### src/rtl/muldiv_pkg.sv
// Shared definitions for the iterative multiply/divide sequencer.
package muldiv_pkg;

    typedef enum logic [1:0] {
        MD_MULT  = 2'b00,
        MD_MULTU = 2'b01,
        MD_DIV   = 2'b10,
        MD_DIVU  = 2'b11
    } md_op_e;

    typedef enum logic [1:0] {
        IDLE,
        RUN,
        FIX
    } md_state_e;

    localparam int ITER = 32;

endpackage

### src/rtl/muldiv_step.sv
// One iteration of the shift-add multiply or restoring divide.
// The divide leg is present only when MULDIV_DIV_EN is defined.
module muldiv_step #(
    parameter int W = 32
) (
    input  logic         is_div_i,
    input  logic [W-1:0] acc_i,
    input  logic [W-1:0] sr_i,
    input  logic [W-1:0] opnd_i,
    output logic [W-1:0] acc_o,
    output logic [W-1:0] sr_o
);

    logic [W:0] sum;
`ifdef MULDIV_DIV_EN
    logic [W:0] sh;
    logic [W:0] diff;
`else
    logic unused_div;
    assign unused_div = is_div_i;
`endif

    always_comb begin
        // Multiply: add to the upper half, then shift {acc, multiplier} right.
        sum   = {1'b0, acc_i} + {1'b0, (sr_i[0] ? opnd_i : {W{1'b0}})};
        acc_o = sum[W:1];
        sr_o  = {sum[0], sr_i[W-1:1]};
`ifdef MULDIV_DIV_EN
        sh   = {acc_i, sr_i[W-1]};
        diff = sh - {1'b0, opnd_i};
        if (is_div_i) begin
            if (sh >= {1'b0, opnd_i}) begin
                acc_o = diff[W-1:0];
                sr_o  = {sr_i[W-2:0], 1'b1};
            end else begin
                acc_o = sh[W-1:0];
                sr_o  = {sr_i[W-2:0], 1'b0};
            end
        end
`endif
    end

endmodule

### src/rtl/muldiv_sequencer.sv
// HI/LO owner: 32-iteration multiply/divide FSM with pipeline stall request.
// MULDIV_DIV_EN enables DIV/DIVU; otherwise divide starts are dropped.
module muldiv_sequencer
    import muldiv_pkg::*;
#(
    parameter int WIDTH = ITER
) (
    input  logic             clk_i,
    input  logic             rst_ni,
    input  logic             start_i,
    input  logic [1:0]       op_i,
    input  logic [WIDTH-1:0] a_i,
    input  logic [WIDTH-1:0] b_i,
    input  logic             hilo_rd_i,
    input  logic             hi_we_i,
    input  logic             lo_we_i,
    input  logic [WIDTH-1:0] wdata_i,
    input  logic             flush_i,
    output logic             busy_o,
    output logic             stall_req_o,
    output logic             done_o,
    output logic             div_zero_o,
    output logic [WIDTH-1:0] hi_o,
    output logic [WIDTH-1:0] lo_o
);

`ifdef MULDIV_DIV_EN
    localparam bit DIV_EN = 1'b1;
`else
    localparam bit DIV_EN = 1'b0;
`endif
    localparam int CW = $clog2(WIDTH);
    localparam logic [CW-1:0] LAST = CW'(WIDTH - 1);

    md_state_e        state_q, state_d;
    logic [CW-1:0]    cnt_q, cnt_d;
    logic [WIDTH-1:0] acc_q, acc_d, sr_q, sr_d, opnd_q, opnd_d;
    logic [WIDTH-1:0] hi_q, hi_d, lo_q, lo_d;
    logic             is_div_q, is_div_d, sgn_q, sgn_d, dneg_q, dneg_d;
    logic             done_q, done_d, dz_q, dz_d;

    logic [WIDTH-1:0]   acc_nx, sr_nx, abs_a, abs_b, rem_fix, quo_fix;
    logic [2*WIDTH-1:0] prod, prod_fix;
    logic               signed_op, a_neg, b_neg, accept;

    muldiv_step #(.W(WIDTH)) u_step (
        .is_div_i (is_div_q),
        .acc_i    (acc_q),
        .sr_i     (sr_q),
        .opnd_i   (opnd_q),
        .acc_o    (acc_nx),
        .sr_o     (sr_nx)
    );

    assign signed_op = (op_i == MD_MULT) || (op_i == MD_DIV);
    assign a_neg     = signed_op & a_i[WIDTH-1];
    assign b_neg     = signed_op & b_i[WIDTH-1];
    assign abs_a     = a_neg ? -a_i : a_i;
    assign abs_b     = b_neg ? -b_i : b_i;
    assign accept    = (state_q == IDLE) & start_i & ~flush_i & (DIV_EN | ~op_i[1]);

    // A zero divisor leaves |a| in the remainder, so the dividend-sign
    // correction below restores the raw a for HI.
    assign prod     = {acc_q, sr_q};
    assign prod_fix = sgn_q ? -prod : prod;
    assign rem_fix  = dneg_q ? -acc_q : acc_q;
    assign quo_fix  = sgn_q ? -sr_q : sr_q;

    always_comb begin
        state_d  = state_q;
        cnt_d    = cnt_q;
        acc_d    = acc_q;
        sr_d     = sr_q;
        opnd_d   = opnd_q;
        is_div_d = is_div_q;
        sgn_d    = sgn_q;
        dneg_d   = dneg_q;
        hi_d     = hi_q;
        lo_d     = lo_q;
        done_d   = 1'b0;
        dz_d     = dz_q;
        case (state_q)
            IDLE: begin
                if (hi_we_i) hi_d = wdata_i;
                if (lo_we_i) lo_d = wdata_i;
                if (accept) begin
                    is_div_d = op_i[1] & DIV_EN;
                    sgn_d    = a_neg ^ b_neg;
                    dneg_d   = a_neg;
                    acc_d    = '0;
                    cnt_d    = '0;
                    dz_d     = 1'b0;
                    sr_d     = op_i[1] ? abs_a : abs_b;
                    opnd_d   = op_i[1] ? abs_b : abs_a;
                    state_d  = RUN;
                end
            end
            RUN: begin
                if (flush_i) begin
                    state_d = IDLE;
                end else begin
                    acc_d = acc_nx;
                    sr_d  = sr_nx;
                    cnt_d = cnt_q + 1'b1;
                    if (cnt_q == LAST) state_d = FIX;
                end
            end
            FIX: begin
                state_d = IDLE;
                if (!flush_i) begin
                    done_d = 1'b1;
                    if (!is_div_q) begin
                        {hi_d, lo_d} = prod_fix;
                    end else if (opnd_q == '0) begin
                        hi_d = rem_fix;
                        lo_d = '1;
                        dz_d = 1'b1;
                    end else begin
                        hi_d = rem_fix;
                        lo_d = quo_fix;
                    end
                end
            end
            default: state_d = IDLE;
        endcase
    end

    always_ff @(posedge clk_i or negedge rst_ni) begin
        if (!rst_ni) begin
            state_q  <= IDLE;
            cnt_q    <= '0;
            acc_q    <= '0;
            sr_q     <= '0;
            opnd_q   <= '0;
            is_div_q <= 1'b0;
            sgn_q    <= 1'b0;
            dneg_q   <= 1'b0;
            hi_q     <= '0;
            lo_q     <= '0;
            done_q   <= 1'b0;
            dz_q     <= 1'b0;
        end else begin
            state_q  <= state_d;
            cnt_q    <= cnt_d;
            acc_q    <= acc_d;
            sr_q     <= sr_d;
            opnd_q   <= opnd_d;
            is_div_q <= is_div_d;
            sgn_q    <= sgn_d;
            dneg_q   <= dneg_d;
            hi_q     <= hi_d;
            lo_q     <= lo_d;
            done_q   <= done_d;
            dz_q     <= dz_d;
        end
    end

    assign busy_o      = (state_q != IDLE);
    assign stall_req_o = busy_o & (start_i | hilo_rd_i | hi_we_i | lo_we_i);
    assign done_o      = done_q;
    assign div_zero_o  = dz_q;
    assign hi_o        = hi_q;
    assign lo_o        = lo_q;

endmodule

### config.mk
export PLATFORM = sky130hd
export DESIGN_NAME = muldiv_sequencer
export DESIGN_NICKNAME = d
export VERILOG_FILES = /design/src/rtl/muldiv_pkg.sv /design/src/rtl/muldiv_step.sv /design/src/rtl/muldiv_sequencer.sv
export SDC_FILE = /design/constraint.sdc
export NUM_CORES = 1
export LEC_CHECK = 0
export ABC_AREA = 1
export BUFFER_PORTS_ARGS = -buffer_cell sky130_fd_sc_hd__buf_4
export CAP_MARGIN = 15
export CORE_ASPECT_RATIO = 0.8
export CORE_MARGIN = 5
export CORE_UTILIZATION = 49
export DETAILED_ROUTE_END_ITERATION = 6
export MAX_ROUTING_LAYER = met4
export PLACE_DENSITY = 0.75
export SYNTH_ARGS = -nofsm -noshare
export SYNTH_HDL_FRONTEND = slang
export SYNTH_HIERARCHICAL = 1
export SYNTH_SLANG_ARGS = --single-unit
### constraint.sdc
create_clock -name clk_i -period 2.4 [get_ports clk_i]
set_input_delay 0.12 -clock clk_i [delete_from_list [all_inputs] [get_ports clk_i]]
set_output_delay 0.12 -clock clk_i [all_outputs]
set_load 0.01 [all_outputs]
==> flow_metrics.env <==
export IMPL_die_h_um=163
export IMPL_avgViaCountPerCell=5.49
export IMPL_drc=0
export IMPL_number_of_global_route_vias_before_repair=14700
export IMPL_congestion_overflow_gr=0
export IMPL_tritoncts="yes"
export IMPL_path_cells="buf_12, nand2_1, inv_1, ha_1, nand2_1, inv_1, nand2_1, nand2_1, nand2_1, nand2_1, a21oi_2, nand2_1, nand2_1, nand2_1, nand3_1, o21ai_0"
export IMPL_num_io_pins=173
export IMPL_synth_top_flop_cell="sky130_fd_sc_hd__dfrtp_1"
export IMPL_async_flop_share=1.00
export IMPL_critical_path_top_cell_by_count="sky130_fd_sc_hd__nand2_1"
export IMPL_dp_final_hpwl_um=43400
export IMPL_tritoncts_num_sinks=169
export IMPL_instances_no_fill=2957
export IMPL_timing_hold_worst_class="in2reg"
export IMPL_final_max_slew_viol_count=0
export IMPL_initialDrtViolationCount=1820
export IMPL_period_minus_slack_ns=2.31
export IMPL_timing_critical_path_slowest_cell_delay_ns=0.43
export IMPL_clock_tree_htree_level_count=4
export IMPL_fin_skew_ns=0.0139
export IMPL_post_synth_inst_count=2390
export IMPL_preCtsSetupSlack_ns=0.0369
export IMPL_comb_pwr_share=0.408
export IMPL_setup_violations_final=0
export IMPL_net_switching_power_mw=4.95
export IMPL_route_detailed_wl_per_inst_um=18.5
export IMPL_cts_root_buffer="sky130_fd_sc_hd__clkbuf_16"
export IMPL_critical_path_required_ns=2.71
export IMPL_sequential_area_share_after_synthesis=0.297
export IMPL_stdcell_area_mm2=0.0174
export IMPL_worstPathBufferInverterCount=3
export IMPL_grt_setup_unrepaired="true"
export IMPL_ys_warnings_count=6
export IMPL_worst_path_dominant_cell_family="simple AND/OR/NAND/NOR gates"
export IMPL_postRouteAntennaNets=0
export IMPL_endpoint_kind="flop"
export IMPL_dieArea_mm2=0.0326
export IMPL_port_buffers=171
export IMPL_synthesized_nets=2533
export IMPL_path_depth=16
export IMPL_drt_pre_antenna_iters=6
export IMPL_post_dp_cell_area_mm2=0.0160
export IMPL_wl_um=54600
export IMPL_fmaxAchievable_ghz=0.432
export IMPL_cts_buffers=17
export IMPL_seq_power_share=0.338
export IMPL_leakage_nw=8.99
export IMPL_post_synthesis_instance_area_mm2=0.0142
export IMPL_numPlacedInstances=2893
export IMPL_via_count=16200
export IMPL_finalWorstSetupSlack_ns=0.0869
export IMPL_p_per_area_mw_per_mm2=679
export IMPL_rows=55
export IMPL_criticalPathCategory="reg2reg"
export IMPL_starting_density=0.500
export IMPL_area_delta_synth_final_pct=21.8
export IMPL_synth_seq_cells=169
export IMPL_grt_total_usage=0.334
export IMPL_start_kind="flop"
export IMPL_chipWidth_um=201
export IMPL_run_status="finished, final reports clean"
export IMPL_peakVddDrop_mv=0.412
export IMPL_core_mm2=0.0285
export IMPL_gp_congestion=1.00
export IMPL_clk_insertion_delay_late_ns=0.44
export IMPL_cellInternalPower_mw=6.83
export IMPL_slowest_stage="sky130_fd_sc_hd__dfrtp_1"
export IMPL_crit_fanout=30
export IMPL_maxCapViolations=0
export IMPL_largest_net_degree_at_the_start_of_global_routing=71
export IMPL_worstHoldPathCells=3
export IMPL_worst_endpoint_data_arrival_time_ns=2.63
export IMPL_reg2reg_depth=16
export IMPL_worst_setup_hold_path_clk_slew_ns=0.07
export IMPL_final_net_count=2717
export IMPL_antenna_found_initial=0
export IMPL_max_slew_worst_pin_slew_ns=1.08
export IMPL_p_sw_frac=0.420
export IMPL_synth_cell_type_count=45
export IMPL_period_share=0.964
export IMPL_relative_slew_margins=0.277
export IMPL_clock_path_buffers=2
export IMPL_average_instance_area_after_synthesis_um2=5.96
export IMPL_synth_edff_count=0
export IMPL_antenna_cells=0
export IMPL_grt_first_pass_wirelength_um=83800
export IMPL_hold_viol_final=0
export IMPL_post_route_cells_drive_above_1_share=0.143
export IMPL_clkPwrFrac=0.254
-- cell usage after synthesis (10+ instances only) --
library cell / number / share of area
sky130_fd_sc_hd__ha_1: 37 / 0.032
sky130_fd_sc_hd__nand3_1: 225 / 0.079
sky130_fd_sc_hd__xor2_1: 33 / 0.020
sky130_fd_sc_hd__dfrtp_1: 169 / 0.30
sky130_fd_sc_hd__clkbuf_1: 45 / 0.012
sky130_fd_sc_hd__buf_2: 15 / 0.0053
sky130_fd_sc_hd__nand3b_1: 10 / 0.0053
sky130_fd_sc_hd__o211ai_1: 10 / 0.0053
sky130_fd_sc_hd__o21ai_0: 125 / 0.044
sky130_fd_sc_hd__buf_1: 10 / 0.0026
sky130_fd_sc_hd__inv_1: 282 / 0.074
sky130_fd_sc_hd__nand2_1: 732 / 0.19
sky130_fd_sc_hd__a21oi_1: 177 / 0.062
sky130_fd_sc_hd__nand4_1: 25 / 0.011
sky130_fd_sc_hd__nor2_1: 380 / 0.10
sky130_fd_sc_hd__buf_4: 35 / 0.018
-- worst min-delay path, delay by kind of cell --
kind / cells / cell delay (ns)
buffers and inverters: 1 / 0.10
AO/OA/AOI/OAI: 2 / 0.18
-- cell type report --
class	count	area, um^2
Fill cell	2807	11100
Clock inverter	15	205
Inverter	290	1090
Timing Repair Buffer	271	2190
Multi-Input combinational cell	1825	8760
Sequential cell	169	4230
Clock buffer	17	425
Tap cell	370	463
-- kinds of logic (layout without fill, tap and decap cells) --
kind of cell             after synthesis  after routing  synth area share
AND/OR/NAND/NOR                     1412           1412             0.407
buffers and inverters                396            593             0.116
AO/OA/AOI/OAI                        333            333             0.121
flip-flops                           169            169             0.297
adder cells (fa/ha/maj)               38             38            0.0339
XOR/XNOR                              37             37            0.0227
multiplexers                           4              4           0.00281
other                                  1              1          0.000263
-- worst paths after layout --
| kind | startpoint | to | slack, ns |
|---|---|---|---|
| worst max-delay path | sr_q[0] | acc_q[29] | 0.09 |
| worst min-delay path | wdata_i[16] | lo_o[16] | 0.01 |
| worst max register to register | sr_q[0] | acc_q[29] | 0.09 |
| worst min register to register | opnd_q[14] | opnd_q[14] | 0.49 |
| max in group asynchronous | rst_ni | sr_q[12] | 1.57 |
| min in group asynchronous | rst_ni | acc_q[25] | 0.19 |
-- power by group through the flow --
stage                     combinational, mW  sequential, mW  clock, mW
after floorplan                        2.96            3.82          0
after global placement                 4.42            3.97          0
after detailed placement               4.47            3.98          0
after CTS                              4.54            3.93       3.01
after global routing                   5.34            4.02       3.15
final                                  4.80            3.98       3.00
-- registers in the layout, summed over array words and instances (netlist names) --
signal   count
state_q      2
opnd_q      32
lo_o        32
cnt_q        5
sr_q        32
done_o       1
hi_o        32
acc_q       32
sgn_q        1
-- routing by layer --
metal | vias to the layer above | global-route usage | share of wire
met5 | - | - | 0
met4 | 0 | 0.0638 | 0.017
met3 | 56 | 0.0619 | 0.092
met2 | 760 | 0.467 | 0.41
met1 | 7492 | 0.506 | 0.48
li1 | 7921 | - | -
-- stage by stage --
step | TNS, ns | total power, mW | hold WS [ns] | utilization
finish | 0 | 11.8 | 0.0122 | 0.609
global route | -0.150 | 12.5 | 0.0168 | 0.609
CTS | 0 | 11.5 | 0.00232 | 0.596
detailed placement | 0 | 8.45 | 0.0909 | 0.563
global placement | 0 | 8.39 | 0.0889 | 0.563
floorplan | 0 | 6.78 | -0.176 | -
-- cells in the final DEF (no fill, tap or decap), drive strengths merged, types with 31 or more instances in the layout --
cell	count
inv	297
dfrtp	169
xor2	33
nor2	386
nand3	226
buf	240
ha	37
dlygate4sd3	31
o21ai	129
a21oi	178
nand2	740
-- repair_timing --
action / 4_1_cts / 5_1_grt
buffers inserted: 0 / 1
endpoints found under the hold margin: 79 / 0
gates resized for setup: 0 / 72
endpoints found under the setup margin: 0 / 35
hold buffers: 31 / 0
Power figures use the tool's default switching activity.
